[config.mk]
export PLATFORM = sky130hd
export DESIGN_NAME = rv32_run_monitor_flat
export DESIGN_NICKNAME = d
export VERILOG_FILES = /design/src/rtl/rv32_run_monitor_if.sv /design/src/rtl/rv32_run_monitor.sv /design/src/flat_wrapper.sv
export SDC_FILE = /design/constraint.sdc
export NUM_CORES = 1
export LEC_CHECK = 0
export ABC_AREA = 0
export BUFFER_PORTS_ARGS = -buffer_cell sky130_fd_sc_hd__buf_2
export CAP_MARGIN = 20
export CORE_ASPECT_RATIO = 1.25
export CORE_MARGIN = 3
export CORE_UTILIZATION = 45
export CTS_CLUSTER_DIAMETER = 30
export DETAILED_ROUTE_END_ITERATION = 7
export GPL_TIMING_DRIVEN = 1
export SYNTH_ARGS = -nofsm -noshare
export SYNTH_HDL_FRONTEND = slang
export SYNTH_SLANG_ARGS = --single-unit
[constraint.sdc]
create_clock -name clk -period 2.15 [get_ports clk]
set_input_delay 0.215 -clock clk [delete_from_list [all_inputs] [get_ports clk]]
set_output_delay 0.215 -clock clk [all_outputs]
set_load 0.03 [all_outputs]
[src/rtl/rv32_run_monitor_if.sv]
// rv32_run_monitor_if: SoC status inputs, readout select and run status outputs of the run monitor
interface rv32_run_monitor_if;
  logic        en;
  logic        clr;
  logic        flush;
  logic        stall;
  logic        halt;
  logic        wb_valid;
  logic [31:0] wb_result;
  logic [2:0]  rd_sel;
  logic [31:0] rd_data;
  logic        done;
  logic        timeout;
  logic        busy;
  modport master (
    output en, clr, flush, stall, halt, wb_valid, wb_result, rd_sel,
    input  rd_data, done, timeout, busy
  );
  modport slave (
    input  en, clr, flush, stall, halt, wb_valid, wb_result, rd_sel,
    output rd_data, done, timeout, busy
  );
endinterface

[src/rtl/rv32_run_monitor.sv]
// rv32_run_monitor: counts run events, folds retired results into a signature, ends on halt edge or watchdog
module rv32_run_monitor #(
  parameter int          CNT_W    = 32,
  parameter int          TIMEOUT  = 265,
  parameter logic [31:0] SIG_SEED = 32'h0
) (
  input logic               clk,
  input logic               rst_n,
  rv32_run_monitor_if.slave bus
);
  typedef enum logic [1:0] {IDLE = 2'b00, RUN = 2'b01, HALTED = 2'b10, TOUT = 2'b11} state_t;
  localparam logic [CNT_W-1:0] T_LAST = CNT_W'(TIMEOUT - 1);
  state_t           state, state_nx;
  logic             halt_q;
  logic [CNT_W-1:0] cyc_cnt, ret_cnt, stall_cnt, flush_cnt;
  logic [31:0]      sig;
  logic             run, halt_edge, retire, expire;
  assign run       = state == RUN;
  assign halt_edge = bus.halt & ~halt_q;
  assign retire    = run & bus.wb_valid & ~bus.stall;
  assign expire    = cyc_cnt == T_LAST;
  assign bus.done    = state == HALTED;
  assign bus.timeout = state == TOUT;
  assign bus.busy    = run;
  function automatic logic [CNT_W-1:0] sat_inc(input logic [CNT_W-1:0] v, input logic c);
    return (c && v != '1) ? v + 1'b1 : v;
  endfunction
  // next state: clr beats everything, halt edge beats watchdog expiry
  always_comb begin
    state_nx = state;
    if (bus.clr) state_nx = IDLE;
    else if (state == IDLE) state_nx = bus.en ? RUN : IDLE;
    else if (run) state_nx = halt_edge ? HALTED : expire ? TOUT : RUN;
  end
  // state register and halt edge detector history
  always_ff @(posedge clk) begin
    state  <= !rst_n ? IDLE : state_nx;
    halt_q <= rst_n & bus.halt;
  end
  // event counters and signature, active only while in RUN
  always_ff @(posedge clk) begin
    if (!rst_n || bus.clr) begin
      cyc_cnt   <= '0;
      ret_cnt   <= '0;
      stall_cnt <= '0;
      flush_cnt <= '0;
      sig       <= SIG_SEED;
    end else if (run) begin
      cyc_cnt   <= sat_inc(cyc_cnt, 1'b1);
      ret_cnt   <= sat_inc(ret_cnt, retire);
      stall_cnt <= sat_inc(stall_cnt, bus.stall);
      flush_cnt <= sat_inc(flush_cnt, bus.flush);
      sig       <= retire ? {sig[30:0], sig[31]} ^ bus.wb_result : sig;
    end
  end
  // registered readout of the pre-update values
  always_ff @(posedge clk) begin
    if (!rst_n) bus.rd_data <= '0;
    else bus.rd_data <= bus.rd_sel == 3'd0 ? 32'(cyc_cnt) :
                        bus.rd_sel == 3'd1 ? 32'(ret_cnt) :
                        bus.rd_sel == 3'd2 ? 32'(stall_cnt) :
                        bus.rd_sel == 3'd3 ? 32'(flush_cnt) :
                        bus.rd_sel == 3'd4 ? sig :
                        bus.rd_sel == 3'd5 ? {30'b0, state} : 32'h0;
  end
endmodule

[src/flat_wrapper.sv]
// flat-port wrapper written by rule: the top's interface ports become plain ports
module rv32_run_monitor_flat 
#(
  parameter int          CNT_W    = 32,
  parameter int          TIMEOUT  = 265,
  parameter logic [31:0] SIG_SEED = 32'h0
)
  (clk, rst_n, bus_en, bus_clr, bus_flush, bus_stall, bus_halt, bus_wb_valid, bus_wb_result, bus_rd_sel, bus_rd_data, bus_done, bus_timeout, bus_busy);
  rv32_run_monitor_if bus_i ();
  input logic clk;
  input logic rst_n;
  input wire logic [$bits(bus_i.en)-1:0] bus_en;
  input wire logic [$bits(bus_i.clr)-1:0] bus_clr;
  input wire logic [$bits(bus_i.flush)-1:0] bus_flush;
  input wire logic [$bits(bus_i.stall)-1:0] bus_stall;
  input wire logic [$bits(bus_i.halt)-1:0] bus_halt;
  input wire logic [$bits(bus_i.wb_valid)-1:0] bus_wb_valid;
  input wire logic [$bits(bus_i.wb_result)-1:0] bus_wb_result;
  input wire logic [$bits(bus_i.rd_sel)-1:0] bus_rd_sel;
  output wire logic [$bits(bus_i.rd_data)-1:0] bus_rd_data;
  output wire logic [$bits(bus_i.done)-1:0] bus_done;
  output wire logic [$bits(bus_i.timeout)-1:0] bus_timeout;
  output wire logic [$bits(bus_i.busy)-1:0] bus_busy;
  assign bus_i.en = bus_en;
  assign bus_i.clr = bus_clr;
  assign bus_i.flush = bus_flush;
  assign bus_i.stall = bus_stall;
  assign bus_i.halt = bus_halt;
  assign bus_i.wb_valid = bus_wb_valid;
  assign bus_i.wb_result = bus_wb_result;
  assign bus_i.rd_sel = bus_rd_sel;
  assign bus_rd_data = bus_i.rd_data;
  assign bus_done = bus_i.done;
  assign bus_timeout = bus_i.timeout;
  assign bus_busy = bus_i.busy;
  rv32_run_monitor #(.CNT_W(CNT_W), .TIMEOUT(TIMEOUT), .SIG_SEED(SIG_SEED)) u_core (.clk(clk), .rst_n(rst_n), .bus(bus_i));
endmodule
==> results of run 1 <==
[logic make-up after synthesis]
| family | after synthesis | synth area share, % |
|---|---|---|
| compound gates | 350 | 22.9 |
| xor+xnor | 54 | 4.66 |
| fa+ha+maj | 5 | 0.616 |
| buf+inv | 107 | 4.41 |
| flops | 195 | 38.5 |
| mux | 38 | 3.77 |
| simple gates | 476 | 25.1 |
[where the power goes]
group	internal (mW)	leakage [nW]	switching (mW)
Clock	1.54	0.280	1.58
Combinational	0.168	2.68	0.288
Sequential	3.63	1.58	0.0114
Total	5.34	4.54	1.88
[cells in the final DEF, fill, tap and decap left out, types with 36 or more instances in the layout]
cell type and instances:
dfxtp_1 188, buf_4 137, a21oi_1 113, nor2_1 104, nand2_1 101, buf_2 77, xnor2_1 50, o21ai_0 47
or3_1 47, nand3_1 43, or4_1 38, o211ai_1 38, nand4_1 36, mux2i_1 36
[critical path: cells and delay by family (launching register included)]
kind                   cells  cell delay, ns
and+or+nand+nor            3            1.01
buffers and inverters      2            0.37
AOI/OAI and AO/OA          2            0.28
DFF                        1            0.34
[state kept, by name, summed over array words and instances (netlist names)]
signal / flops
u_core.halt_q: 1
u_core.state: 2
u_core.stall_cnt: 32
u_core.ret_cnt: 32
u_core.flush_cnt: 32
u_core.bus.rd_data: 32
u_core.cyc_cnt: 32
u_core.sig: 32
[layer usage]
metal	global-route usage [%]	routed length (µm)	vias up
met4	6.58	502	0
met1	31.7	13700	4751
met5	0	0	-
li1	-	-	4891
met3	2.86	1200	36
met2	41.3	14900	237
[cell type report]
class	count	area (µm²)	area share, %
flip-flops and latches	195	3910	31.5
well taps	279	349	2.81
clock inverters	14	139	1.12
clock buffers	17	425	3.42
multi-input cells	923	5920	47.6
repair buffers	224	1610	12.9
inverters	19	71.3	0.574
[what timing repair did]
action | CTS | global route
buffers inserted | 0 | 3
gates resized for setup | 3 | 17
cloned | 0 | 1
hold endpoints to repair | 1 | 0
pin swaps | 0 | 7
hold buffers | 1 | 0
setup endpoints to repair | 10 | 37
[worst max path at each step]
stage / from / end / slack, ns
2_1_floorplan: u_core.cyc_cnt[1] / u_core.cyc_cnt[1] / 0.02
3_5_place_dp: u_core.cyc_cnt[0] / u_core.cyc_cnt[24] / -0.08
3_3_place_gp: u_core.cyc_cnt[0] / u_core.cyc_cnt[26] / -0.01
6_report: u_core.cyc_cnt[8] / u_core.cyc_cnt[24] / 0.09
5_1_grt: u_core.flush_cnt[16] / u_core.flush_cnt[0] / -0.03
4_1_cts: u_core.cyc_cnt[0] / u_core.cyc_cnt[24] / 0.02
==> out/metrics.cfg, run 1 <==
[setup_path]
path_class = reg -> reg
timing.rr.start = u_core.cyc_cnt[8]
r2r_cells = 7
worst_path_most_repeated_cell = buf_4
required_ns = 2.53
start_kind = register
cp_max_fo = 7
cpPeakStageDelay_ns = 0.40
arrival_ns = 2.44
rr_endpoint = u_core.cyc_cnt[24]
cp_cell_sequence = nand4_1 > nor4_4 > buf_4 > o211ai_1 > buf_4 > or3_1 > a21oi_2
crit_slowest_cell = nor4_4
end_kind = register
r2r_setup_slack_ns = 0.09

[sta]
setup_viol = 0
hold_slack_ns = 0.0407
fin_worst_skew_ns = 0.00962
relSlewSlack_pct = 64.0
tns_ns = 0
timing.fmax_mhz = 486
finalMaxSlewViolations = 0
rsz0062_at_grt = yes
period_needed_ns = 2.06
setup_slack_ns = 0.0907
finalHoldViolations = 0
fin_crit_sh_pct = 95.8
tightest_slew_ns = 0.527

[yosys]
synth.area.top_cells = dfxtp_1 38%, a21oi_1 5.6%, xnor2_1 4.3%
syn-num-nets = 1273
synthCells = 1225
yosysSeqAreaShare_pct = 38.5
synth_top_cell_by_area = dfxtp_1
synth_top_area_share_pct = 38.5
yosysWarnings = 0
synth_edf_count = 0
synth_cell_type_count = 64
avgSynthCellArea_um2 = 8.29
yosys-top-cells-count = 195 x dfxtp_1, 114 x a21oi_1, 104 x nor2_1
synth.most_common_cell = dfxtp_1
async_flop_share_pct = 0
mappedNetlistArea_um2 = 10200
ys.flop_type = dfxtp_1
ys_ff_latch = 195

[detailed_routing]
viasPerCell = 5.93
routedWlPerCell_um = 18.1
ant_nets = 0
dr.pass1.iters = 5
drc_errors = 0
drt-initial-drc-count = 689
num_vias = 9915
routed_wirelength_um = 30300

[clock_tree]
clk_path_buf_depth = 2
cts.sinks = 195
cts_buffers = 17
htreeDepth = 4
cts_tree = yes
clk_latency_ns = 0.44
clk_pin_slew_ns = 0.08
clock-root-buffer = clkbuf_16

[hold_path]
hold_end = u_core.state[0]
min_path_cells = 3
hold_start = bus_en
hold_class = in -> reg

[final_layout]
layout.nets = 1428
nFillCells = 2038
finish.utilization_pct = 56.9
final_cell_count_no_fill = 1671
syn2layout_area_growth_pct = 22.4
n_antenna_cell = 0
final_area_um2 = 12400
drive_gt1_share_pct = 21.5

[power]
power_leakage_nw = 4.54
power.total_mw = 7.22
p_per_area_nw_per_um2 = 581
ir_drop_uv = 566

[placed_design]
dp_hpwl_um = 22100
numPlacedInstances = 1635
portBuffers = 77
pre_cts_ws_ns = -0.0825
gp_congestion = 0.864
place_area_um2 = 11700

[outcome]
status = completed

[floorplan]
row_count = 60
coreArea_um2 = 21800
die_width_um = 140
start_util_pct = 46.5
dieArea_um2 = 24400
dieHeight_um = 174
ios = 78

[grt]
grt_antenna_before_repair = 0
first_global_vias = 9168
grt_start_max_net_pins = 66
grt_pass1_wl_um = 47800
grt_use_total_pct = 24.0
gr-total-overflow = 0

[flow_run]
drv_cap = 0

Note: power is estimated with default switching activity, not from simulation.
==> inputs of run 2 (changes only) <==
--- a/config.mk
+++ b/config.mk
@@ -5,7 +5,7 @@
 export SDC_FILE = /design/constraint.sdc
 export NUM_CORES = 1
 export LEC_CHECK = 0
-export ABC_AREA = 0
+export ABC_AREA = 1
 export BUFFER_PORTS_ARGS = -buffer_cell sky130_fd_sc_hd__buf_2
 export CAP_MARGIN = 20
 export CORE_ASPECT_RATIO = 1.25
==> constraint.sdc (replaced) <==
create_clock -name clk -period 2.1 [get_ports clk]
set_input_delay 0.21 -clock clk [delete_from_list [all_inputs] [get_ports clk]]
set_output_delay 0.21 -clock clk [all_outputs]
set_load 0.03 [all_outputs]
==> run 2 against run 1 <==
Core utilization is 4.4 points lower. Clock skew increased by 0.0049 ns. Wire length grew 32%. Largest power group unchanged. Sequential share of layout area down 2.2 points. Via count increased by 22%. Critical endpoint is now u_core.flush_cnt[13]. Total power rose by 2.8%. Area after synthesis grew 15%. Highest routed layer unchanged.
==> out/metrics.cfg, run 2 <==
[floorplan]
coreArea_um2 = 25400  ; +16%
start_util_pct = 46.0  ; -0.46 points
row_count = 65  ; +8.3%
dieArea_um2 = 27900  ; +14%
ios = 78  ; unchanged
dieHeight_um = 186  ; +7.0%
die_width_um = 150  ; +6.9%

[placed_design]
portBuffers = 77  ; unchanged
place_area_um2 = 12700  ; +8.5%
dp_hpwl_um = 31100  ; +41%
gp_congestion = 0.947  ; +9.5%

[setup_path]
r2r_cells = 10  ; +3
cp_max_fo = 26  ; +19
cpPeakStageDelay_ns = 0.41  ; about the same
arrival_ns = 2.25  ; -0.19 ns
rr_endpoint = u_core.flush_cnt[13]
required_ns = 2.41  ; -0.12 ns
crit_slowest_cell = dfxtp_1
timing.rr.start = u_core.flush_cnt[0]
end_kind = register
cp_cell_sequence = ha_1 > nand2_1 > nor2_4 > nand2_2 > nor2_4 > nand2_2 > nand2_4 > inv_2 > nand2_1 > a21oi_1
start_kind = register
r2r_setup_slack_ns = 0.16  ; +0.07 ns
path_class = reg -> reg

[sta]
relSlewSlack_pct = 52.6  ; -11 points
fin_crit_sh_pct = 92.5  ; -3.3 points
fin_worst_skew_ns = 0.0145  ; +0.00493 ns
rsz0062_at_grt = no
finalMaxSlewViolations = 0  ; unchanged
tns_ns = 0  ; unchanged
hold_slack_ns = 0.0433  ; +0.00261 ns
setup_viol = 0  ; unchanged
finalHoldViolations = 0  ; unchanged
tightest_slew_ns = 0.711  ; +0.184 ns
period_needed_ns = 1.94  ; -0.117 ns
timing.fmax_mhz = 515  ; +6.0%

[hold_path]
hold_start = bus_wb_result[26]
min_path_cells = 3  ; unchanged
hold_end = u_core.sig[26]
hold_class = in -> reg

[detailed_routing]
drc_errors = 0  ; unchanged
met1_length_um = 16400  ; +20%
top_layer = met4
viasPerCell = 5.24  ; -12%
drt-initial-drc-count = 885  ; +28%
num_vias = 12100  ; +22%
routedWlPerCell_um = 17.2  ; -4.9%
dr.pass1.iters = 6  ; +1
wl_met2_um = 19600  ; +32%
routed_wirelength_um = 39900  ; +32%
dr_wl_met3_um = 2090  ; +74%
ant_nets = 0  ; unchanged

[grt]
grt_use_total_pct = 28.8  ; +4.9 points
grt_antenna_before_repair = 0  ; unchanged
gr-total-overflow = 0  ; unchanged
first_global_vias = 11300  ; +23%
grt_pass1_wl_um = 61600  ; +29%
grt_start_max_net_pins = 74  ; +12%

[yosys]
yosys-top-cells-count = 639 x nand2_1, 314 x nor2_1, 195 x dfxtp_1
synth.area.top_cells = dfxtp_1 33%, nand2_1 21%, nor2_1 10%
synth_top_cell_by_area = dfxtp_1
syn-num-nets = 1913  ; +50%
synth.most_common_cell = nand2_1
synth_edf_count = 0  ; unchanged
synthCells = 1865  ; +52%
yosysWarnings = 0  ; unchanged
ys_ff_latch = 195  ; unchanged
synth_cell_type_count = 35  ; -45%
async_flop_share_pct = 0  ; unchanged
yosysSeqAreaShare_pct = 33.4  ; -5.0 points
ys.flop_type = dfxtp_1
synth_top_area_share_pct = 33.4  ; -5.0 points
mappedNetlistArea_um2 = 11700  ; +15%
avgSynthCellArea_um2 = 6.26  ; -24%

[clock_tree]
htreeDepth = 4  ; unchanged
clk_path_buf_depth = 2  ; unchanged
cts.sinks = 195  ; unchanged
clk_pin_slew_ns = 0.08  ; about the same
clk_latency_ns = 0.46  ; +0.02 ns
cts_buffers = 17  ; unchanged
cts_tree = yes
clock-root-buffer = clkbuf_16

[flow_run]
drv_cap = 0  ; unchanged

[outcome]
status = completed

[final_layout]
mostFrequentLayoutCell = nand2_1
drive_gt1_share_pct = 12.7  ; -8.8 points
syn2layout_area_growth_pct = 14.0
layout.nets = 2016  ; +41%
final_cell_mix = 639 x nand2_1, 313 x nor2_1, 195 x dfxtp_1
final_area_um2 = 13300  ; +7.2%

[power]
p_per_area_nw_per_um2 = 558  ; -4.1%
ir_drop_uv = 550  ; -2.9%
power.total_mw = 7.42  ; +2.8%
power_leakage_nw = 4.67  ; +2.9%

==> run 2: worst max path at each step <==
stage,start,end,slack [ns],cells past startpoint
after global placement,u_core.cyc_cnt[1],u_core.cyc_cnt[9],0.19,10
final,u_core.flush_cnt[0],u_core.flush_cnt[13],0.16,10
after CTS,u_core.stall_cnt[1],u_core.stall_cnt[27],0.14,10
after global routing,u_core.cyc_cnt[1],u_core.cyc_cnt[18],0.004,11
after detailed placement,u_core.cyc_cnt[1],u_core.cyc_cnt[15],0.16,10
after floorplan,u_core.stall_cnt[0],u_core.stall_cnt[1],0.37,11
==> run 2: cell type report <==
| class | count | area [µm²] |
|---|---|---|
| fillers | 2703 | 12100 |
| multi-input cells | 1465 | 6920 |
| flip-flops and latches | 195 | 3900 |
| repair buffers | 149 | 970 |
| inverters | 140 | 531 |
| clock buffers | 17 | 425 |
| well taps | 335 | 419 |
| clock inverters | 15 | 143 |
| diodes | 1 | 2.50 |
==> run 2: critical path, delay by kind of cell, from the launching register on <==
kind | cells | cell delay [ns]
adder cells (fa/ha/maj) | 1 | 0.21
buffers and inverters | 1 | 0.19
flip-flops | 1 | 0.41
AO/OA/AOI/OAI | 1 | 0.07
AND/OR/NAND/NOR | 7 | 0.89
==> run 2: report_power, final <==
group | internal (mW) | switching [mW]
clock | 1.58 | 1.67
combinational | 0.135 | 0.314
sequential | 3.72 | 0.0133
total | 5.43 | 1.99
==> run 2: metrics by stage <==
step	std cells	utilization, %	setup WS, ns
global route	2316	52.5	0.00432
finish	2317	52.5	0.158
floorplan	1865	-	0.368
detailed placement	2283	50.1	0.160
global placement	2283	50.1	0.188
CTS	2316	52.4	0.136
==> run 2: kinds of logic (layout without fill, tap and decap cells) <==
family | after synthesis | count (layout) | share of synthesized area [%]
other cells | 0 | 1 | 0
simple gates | 1132 | 1132 | 39.9
buf+inv | 205 | 321 | 7.38
xor+xnor | 82 | 82 | 6.15
compound gates | 246 | 246 | 12.6
fa+ha+maj | 5 | 5 | 0.536
flops | 195 | 195 | 33.4
==> run 2: repair_timing <==
item	CTS	global route
hold buffers	1	0
setup endpoints to repair	0	26
buffers inserted	0	0
hold endpoints to repair	1	0
gates resized for setup	0	5
==> run 2: metal layers <==
metal | vias up | global-route usage (%)
met5 | - | 0
met4 | 0 | 12.7
met3 | 95 | 4.07
met2 | 359 | 50.8
met1 | 5543 | 34.9
li1 | 6145 | -
